**config.mk**
```make
export PLATFORM = sky130hd
export DESIGN_NAME = if_fetch_unit
export DESIGN_NICKNAME = d
export VERILOG_FILES = /design/src/rtl/if_fetch_unit.sv
export SDC_FILE = /design/constraint.sdc
export NUM_CORES = 1
export LEC_CHECK = 0
export ABC_AREA = 1
export CAP_MARGIN = 10
export CELL_PAD_IN_SITES_DETAIL_PLACEMENT = 1
export CELL_PAD_IN_SITES_GLOBAL_PLACEMENT = 2
export CORE_ASPECT_RATIO = 0.7
export CORE_MARGIN = 2
export CORE_UTILIZATION = 36
export CTS_BUF_LIST = sky130_fd_sc_hd__clkbuf_4 sky130_fd_sc_hd__clkbuf_8
export CTS_CLUSTER_SIZE = 30
export DETAILED_ROUTE_END_ITERATION = 8
export DONT_BUFFER_PORTS = 1
export GPL_TIMING_DRIVEN = 0
export PLACE_DENSITY = 0.8
export REMOVE_ABC_BUFFERS = 1
export SLEW_MARGIN = 20
export SYNTH_ARGS = -nofsm -noshare
export SYNTH_HDL_FRONTEND = slang
export SYNTH_SLANG_ARGS = --single-unit
export TNS_END_PERCENT = 50
```
**constraint.sdc**
```tcl
create_clock -name clk -period 3 [get_ports clk]
set_input_delay 0.6 -clock clk [delete_from_list [all_inputs] [get_ports clk]]
set_output_delay 0.6 -clock clk [all_outputs]
set_load 0.01 [all_outputs]
```
**src/rtl/if_fetch_unit.sv**
```systemverilog
// Instruction-fetch producer for the IF/ID register: owns the PC, the imem request
// handshake and a 2-entry {pc4, ins} FIFO; redirects flush the FIFO and emit a NOP bubble.
module if_fetch_unit #(
    parameter logic [31:0] RESET_PC = 32'h0000_0000,
    parameter logic [31:0] NOP_INST = 32'h0000_0000
) (
    input  logic        clk,
    input  logic        clrn,
    input  logic        stall,
    input  logic        redirect,
    input  logic [31:0] target,
    output logic        imem_req,
    output logic [31:0] imem_addr,
    input  logic        imem_ack,
    input  logic [31:0] imem_rdata,
    output logic [31:0] pc4,
    output logic [31:0] ins,
    output logic        we
);

    // Handshake: a request stays asserted with a fixed address until imem_ack is seen
    // with imem_req=1; imem_rdata is taken in that same cycle. ack without req is ignored.
    typedef enum logic [1:0] {
        S_RUN  = 2'd0,
        S_WAIT = 2'd1,
        S_DROP = 2'd2
    } state_t;

    state_t      state_q, state_d;
    logic [31:0] pc_q, pc_d;
    logic [31:0] addr_q, addr_d;
    logic [1:0]  count_q, count_d;
    logic        rd_ptr_q, rd_ptr_d;
    logic        wr_ptr_q, wr_ptr_d;
    logic [31:0] fifo_pc4_q [0:1];
    logic [31:0] fifo_pc4_d [0:1];
    logic [31:0] fifo_ins_q [0:1];
    logic [31:0] fifo_ins_d [0:1];

    logic ack_v;
    logic push;
    logic pop;

    always_comb begin
        state_d    = state_q;
        pc_d       = pc_q;
        addr_d     = addr_q;
        count_d    = count_q;
        rd_ptr_d   = rd_ptr_q;
        wr_ptr_d   = wr_ptr_q;
        fifo_pc4_d = fifo_pc4_q;
        fifo_ins_d = fifo_ins_q;

        imem_req  = 1'b0;
        we        = 1'b0;
        pc4       = 32'h0;
        ins       = 32'h0;
        ack_v     = 1'b0;
        push      = 1'b0;
        pop       = 1'b0;
        // In WAIT/DROP the address comes from addr_q so a redirect cannot move it.
        imem_addr = (state_q == S_RUN) ? pc_q : addr_q;

        if (!clrn) begin
            if (state_q == S_RUN) begin
                imem_req = (count_q < 2'd2) && !redirect;
                addr_d   = pc_q;
            end else begin
                imem_req = 1'b1;
            end

            ack_v = imem_req && imem_ack;
            push  = ack_v && ((state_q == S_RUN) || (state_q == S_WAIT && !redirect));
            we    = redirect || ((count_q != 2'd0) && !stall);
            pop   = we && !redirect;

            if (redirect) begin
                ins = NOP_INST;
                pc4 = 32'h0;
            end else if (count_q != 2'd0) begin
                pc4 = fifo_pc4_q[rd_ptr_q];
                ins = fifo_ins_q[rd_ptr_q];
            end

            case (state_q)
                S_RUN:   if (imem_req && !imem_ack) state_d = S_WAIT;
                S_WAIT: begin
                    if (imem_ack)      state_d = S_RUN;
                    else if (redirect) state_d = S_DROP;
                end
                S_DROP:  if (imem_ack) state_d = S_RUN;
                default: state_d = S_RUN;
            endcase

            if (push) begin
                fifo_pc4_d[wr_ptr_q] = imem_addr + 32'd4;
                fifo_ins_d[wr_ptr_q] = imem_rdata;
                wr_ptr_d             = ~wr_ptr_q;
                pc_d                 = imem_addr + 32'd4;
            end
            if (pop) rd_ptr_d = ~rd_ptr_q;
            count_d = count_q + {1'b0, push} - {1'b0, pop};

            if (redirect) begin
                pc_d     = target;
                count_d  = 2'd0;
                rd_ptr_d = 1'b0;
                wr_ptr_d = 1'b0;
            end
        end
    end

    always_ff @(posedge clk) begin
        if (clrn) begin
            state_q       <= S_RUN;
            pc_q          <= RESET_PC;
            addr_q        <= RESET_PC;
            count_q       <= 2'd0;
            rd_ptr_q      <= 1'b0;
            wr_ptr_q      <= 1'b0;
            fifo_pc4_q[0] <= 32'h0;
            fifo_pc4_q[1] <= 32'h0;
            fifo_ins_q[0] <= 32'h0;
            fifo_ins_q[1] <= 32'h0;
        end else begin
            state_q    <= state_d;
            pc_q       <= pc_d;
            addr_q     <= addr_d;
            count_q    <= count_d;
            rd_ptr_q   <= rd_ptr_d;
            wr_ptr_q   <= wr_ptr_d;
            fifo_pc4_q <= fifo_pc4_d;
            fifo_ins_q <= fifo_ins_d;
        end
    end

endmodule
```
# Yosys cells after proc, flatten, opt, wreduce, memory -nomap -nowiden
# Index checks and enable logic that the tools add are counted.
[totals] reg_bits=198 out_inout_bits=98
[classes] n_addsub=3 magnitude_cmp=4 eq_ne=5 mux=28 n_bitwise=4 n_reduce_logical=18
[op_table] op="$mux W32" count=16
[op_table] op="$bwmux W64" count=2
[op_table] op="$add A32 B3 Y32 const B" count=1
[op_table] op="$demux W32 S1" count=1
[op_table] op="$logic_and A1 B1 Y1" count=8
[op_table] op="$mux W2" count=4
[op_table] op="$pmux W2 S3" count=1
[op_table] op="$ge A2 B2 Y1 const B" count=2
[op_table] op="$mux W1" count=4
[op_table] op="$not A1 Y2" count=2
[op_table] op="$reduce_bool A2 Y1" count=2
[op_table] op="$logic_not A1 Y1" count=3
[op_table] op="$ne A3 B3 Y1 const B" count=1
[op_table] op="$reduce_and A3 Y1" count=1
[op_table] op="$add A2 B1 Y2" count=1
[op_table] op="$eq A2 B1 Y1 const B" count=1
[op_table] op="$eq A2 B2 Y1 const B" count=1
[op_table] op="$logic_not A2 Y1" count=1
[op_table] op="$logic_or A1 B1 Y1" count=2
[op_table] op="$lt A2 B1 Y1 const B" count=1
[op_table] op="$lt A2 B2 Y1 const B" count=1
[op_table] op="$ne A2 B1 Y1 const B" count=1
[op_table] op="$ne A2 B2 Y1 const B" count=1
[op_table] op="$not A1 Y1" count=2
[op_table] op="2 further kinds" count=2

# Logic depth before layout (Yosys ltp)
[depth] ltp_word=8 depth_mapped=16

# Least setup slack after synthesis
# Ideal clock, no wire load.
[synth_path] kind="input to register" startpoint="input redirect" endpoint="register count_q[1]" setup_time_ns=0.070 t_arrival_ns=2.477 setup_slack_ns=0.454 path_stages=10 n_path_buf=3 path_cell_list="clkbuf_1 buf_1 clkbuf_1 nor2_1 ha_1 inv_1 ha_1 xnor2_1 or2_2 a21oi_1"
[synth_between] elab_chain_cells=8 word_cells_on_any_way=13 cone_classes="add/sub: 2; mux: 2; reduce/logical: 9"
[synth_lines] item="from (decl)" line_no="10" rtl="input logic redirect,"
[synth_lines] item="$logic_not A1 Y1" line_no="66, 73, 75"
[synth_lines] item="$logic_and A1 B1 Y1" line_no="66" rtl="imem_req = (count_q < 2'd2) && !redirect;"
[synth_lines] item="$mux W1" line_no="65" rtl="if (state_q == S_RUN) begin"
[synth_lines] item="$mux W1" line_no="64" rtl="if (!clrn) begin"
[synth_lines] item="$logic_and A1 B1 Y1" line_no="72" rtl="ack_v = imem_req && imem_ack;"
[synth_lines] item="$logic_and A1 B1 Y1" line_no="73" rtl="push = ack_v && ((state_q == S_RUN) || (state_q == S_WAIT && !redirect));"
[synth_lines] item="$add A2 B1 Y2" line_no="102" rtl="count_d = count_q + {1'b0, push} - {1'b0, pop};"
[synth_lines] item="$sub A2 B1 Y2" line_no="102"
[synth_lines] item="to (signal assigned)" line_no="129" rtl="count_q <= count_d;"
[synth_lines] item="to (decl)" line_no="32" rtl="logic [1:0] count_q, count_d;"
# Parallel ways exist; a longest one is shown, timed or not. The select of a mux whose other input is x is not followed.
# A chain may end at the register's enable or synchronous reset.

# Worst setup path in the final report
[layout_path] startpoint="register state_q[1]" endpoint="register pc_q[14]"
[layout_between] word_cells_on_any_way=13 cone_classes="add/sub: 1; eq/ne: 1; mux: 5; reduce/logical: 6"
[layout_rtl] item="from (decl)" line_no="29" rtl="state_t state_q, state_d;"
[layout_rtl] item="from (signal assigned)" line_no="126" rtl="state_q <= state_d;"
[layout_rtl] item="$logic_not A2 Y1" line_no="62" rtl="imem_addr = (state_q == S_RUN) ? pc_q : addr_q;"
[layout_rtl] item="$mux W32"
[layout_rtl] item="via imem_addr[2]" line_no="13" rtl="output logic [31:0] imem_addr,"
[layout_rtl] item="$add A32 B3 Y32" line_no="99" rtl="pc_d = imem_addr + 32'd4;"
[layout_rtl] item="$mux W32" line_no="95" rtl="if (push) begin"
[layout_rtl] item="$mux W32" line_no="104" rtl="if (redirect) begin"
[layout_rtl] item="to (signal assigned)" line_no="127" rtl="pc_q <= pc_d;"
[layout_rtl] item="to (decl)" line_no="30" rtl="logic [31:0] pc_q, pc_d;"
# The timed path passes the listed nets, and every way through them passes these cells. The select of a mux whose other input is x is not followed.

==> results.json <==
{
  "finClkSkew_ps": 24.4,
  "multi_input_area_mm2": 0.00487,
  "hold_path.class": "input pin to register",
  "crit_path_max_incr_delay_ps": 480,
  "worstSetupEndpointType": "register",
  "grtUsageTotal": 0.241,
  "final_common_cell": "nand2_1",
  "area_growth_pct": 7.70,
  "pin_count": 167,
  "grt_pass1_vias": 9228,
  "clk_latency_ps": 500,
  "synth_top_area_frac": 0.403,
  "p_int_uw": 3680,
  "ir_drop_uv": 261,
  "dpl-instance-area_mm2": 0.0101,
  "synth_top_area_cell": "dfxtp_1",
  "final_hold_viol_count": 0,
  "status": "finished clean",
  "period_minus_slack_ps": 2740,
  "ff2ff_setup_slack_ps": 260,
  "setup_viol": 0,
  "ant_nets": 0,
  "via_per_inst": 5.09,
  "post-route-period-util": 0.912,
  "portBuffers": 0,
  "drc": 0,
  "clockRootBuffer": "clkbuf_8",
  "fp.dieW_um": 202,
  "cp_common_cell": "nand2_1",
  "mostFrequentLayoutCells": "nand2_1 (295), a21oi_1 (199), dfxtp_1 (195), nor2_1 (169), inv_1 (164)",
  "worstSetupStartpointType": "register",
  "p_comb_frac": 0.112,
  "path_max_fanout": 19,
  "wl_per_cell_um": 18.9,
  "start_util": 0.368,
  "powerDensity_mw_per_mm2": 482,
  "postLayoutCellArea_mm2": 0.0106,
  "antenna_found_initial": 0,
  "dp_slack_ps": -699,
  "critical_path_arrival_ps": 3130,
  "hold_ws_ps": 222,
  "num_antenna_cells": 0,
  "layout_setup_ws_ps": 265,
  "path_cells": "nor2_4 -> buf_4 -> buf_16 -> o21ai_4 -> ha_1 -> nand2_1 -> nor2_2 -> nand2_4 -> nor2_2 -> nand2_1 -> nand2_1 -> nor2_1 -> o21a_1",
  "core_mm2": 0.0268,
  "finalNetCount": 1469,
  "dr_total_vias": 9035,
  "ys_types": 37,
  "drt_iter0_markers": 422,
  "wirelength_mm": 33.6,
  "yosys-top-cells-area": "dfxtp_1 (40%), nand2_1 (11%), a21oi_1 (10%)",
  "final_layout_size_suffix_gt1_frac": 0.110,
  "critical_path_class": "register to register",
  "grt-ovfl-total": 0,
  "dp_hpwl_mm": 22.2,
  "dieArea_mm2": 0.0287,
  "postCtsHoldBufs": 0,
  "die_h_um": 142,
  "sequentialPowerShare": 0.543,
  "max-cap-violations": 0,
  "synthCells": 1446,
  "first_pass_iters": 4,
  "critPathSlowestCell": "dfxtp_2",
  "p_sw_uw": 1430,
  "critical-path-top-delay-family": "simple AND/OR/NAND/NOR gates",
  "reg2regPathDepth": 13,
  "grt_first_pass_wirelength_mm": 53.3,
  "cts_tree": "built",
  "synth_area_mm2": 0.00984,
  "synth.avg_cell_area_um2": 6.81,
  "worstMarginPinSlew_ps": 1170,
  "clkTransAtPathRegs_ps": 100,
  "relSlewSlack": 0.218,
  "cts_buffer_depth": 2,
  "cts_sinks": 198,
  "synth_seq_cells": 198,
  "grt_setup_unrepaired": "false",
  "place_congestion": 0.774,
  "required_ps": 3390,
  "max_freq_mhz": 366,
  "maxSlewViolCount": 0,
  "htreeDepth": 4,
  "clkPwrFrac": 0.345,
  "crit_buf_inv": 2,
  "fillers": 3511,
  "cp.depth": 13,
  "placement_rows": 50,
  "synth-seq-area-share": 0.403,
  "grt_max_degree": 122,
  "yosys_warnings": 0,
  "cts_made_buffers": 17,
  "leakagePower_uw": 0.00427,
  "min_path_cells": 1,
  "seqCellArea_mm2": 0.00397,
  "netSwitchingFraction": 0.280
}
==> worst reg2reg max path: cells and delay by family, from the launching register on <==
kind / cells / cell delay (ps)
AOI/OAI and AO/OA: 2 / 430
buffers and inverters: 2 / 300
DFF: 1 / 480
adders and majority gates: 1 / 340
and+or+nand+nor: 8 / 1080
==> sequential cells by signal, summed over array words and instances (netlist names) <==
register and flops:
count_q 2, state_q 2, fifo_pc4_q 64, wr_ptr_q 1, rd_ptr_q 1, pc_q 32
addr_q 32, fifo_ins_q 64
==> cells by family after synthesis <==
kind of cell | count (synthesis) | share of synthesized area
simple gates | 623 | 0.285
compound gates | 356 | 0.195
buf+inv | 260 | 0.108
flops | 198 | 0.403
xor+xnor | 6 | 0.00534
fa+ha+maj | 3 | 0.00381
==> synthesized netlist by cell type <==
cell / count
nand2_1: 297
a21oi_1: 199
dfxtp_1: 198
nor2_1: 169
inv_1: 165
o21ai_0: 97
nand3_1: 57
clkbuf_1: 52
nand2_2: 35
nor2_2: 17
buf_2: 16
nand2_4: 16
o21a_1: 14
a22o_1: 13
a31oi_1: 12
nor2_4: 12
inv_2: 11
o21ai_1: 10
and2_1: 6
buf_1: 6
nand4_1: 6
o21bai_1: 5
xor2_1: 5
buf_4: 4
or2_2: 4
buf_6: 3
ha_1: 3
o21ai_2: 3
buf_12: 2
nor3_2: 2
a2111oi_0: 1
a21o_1: 1
a221oi_1: 1
and3_1: 1
clkinv_1: 1
or2_1: 1
xnor2_1: 1
==> through the flow <==
step / util / total power, uW / TNS [ps] / cells
floorplan: - / 3210 / -71480 / 1363
global placement: 0.370 / 3360 / -513120 / 1727
detailed placement: 0.379 / 3400 / -44830 / 1736
CTS: 0.395 / 5180 / 0 / 1772
global route: 0.396 / 5380 / 0 / 1774
finish: 0.396 / 5110 / 0 / 1774
==> layout make-up <==
class,count,area share
multi-input combinational,989,0.459
sequential,198,0.375
inverter,177,0.0637
tap,364,0.0430
clock buffer,25,0.0295
timing repair buffer,14,0.0234
clock inverter,7,0.00673
==> metal layers <==
metal,global-route usage,part of all wire,vias up
met2,0.371,0.43,145
met1,0.340,0.50,4398
met3,0.0680,0.061,13
met4,0.0379,0.0066,0
li1,-,-,4479
met5,0,0,-
==> path summary, 6_finish.rpt <==
kind,start,to
min,clrn,pc_q[8]
min reg2reg,fifo_ins_q[42],fifo_ins_q[42]
max,state_q[1],pc_q[14]
max reg2reg,state_q[1],pc_q[14]
==> timing repair <==
item                       4_1_cts  5_1_grt
pin swaps                        2        1
resized for setup                3        4
cloned                           1        0
buffers inserted                 3        2
setup endpoints to repair      119       61
==> power by group through the flow <==
stage | Combinational [uW] | Sequential (uW) | Clock (uW)
after floorplan | 388 | 2830 | 0
after global placement | 521 | 2840 | 0
after detailed placement | 560 | 2840 | 0
after CTS | 573 | 2780 | 1830
after global routing | 652 | 2790 | 1940
final | 570 | 2780 | 1760
No activity file was read; power rests on OpenSTA's default activity.
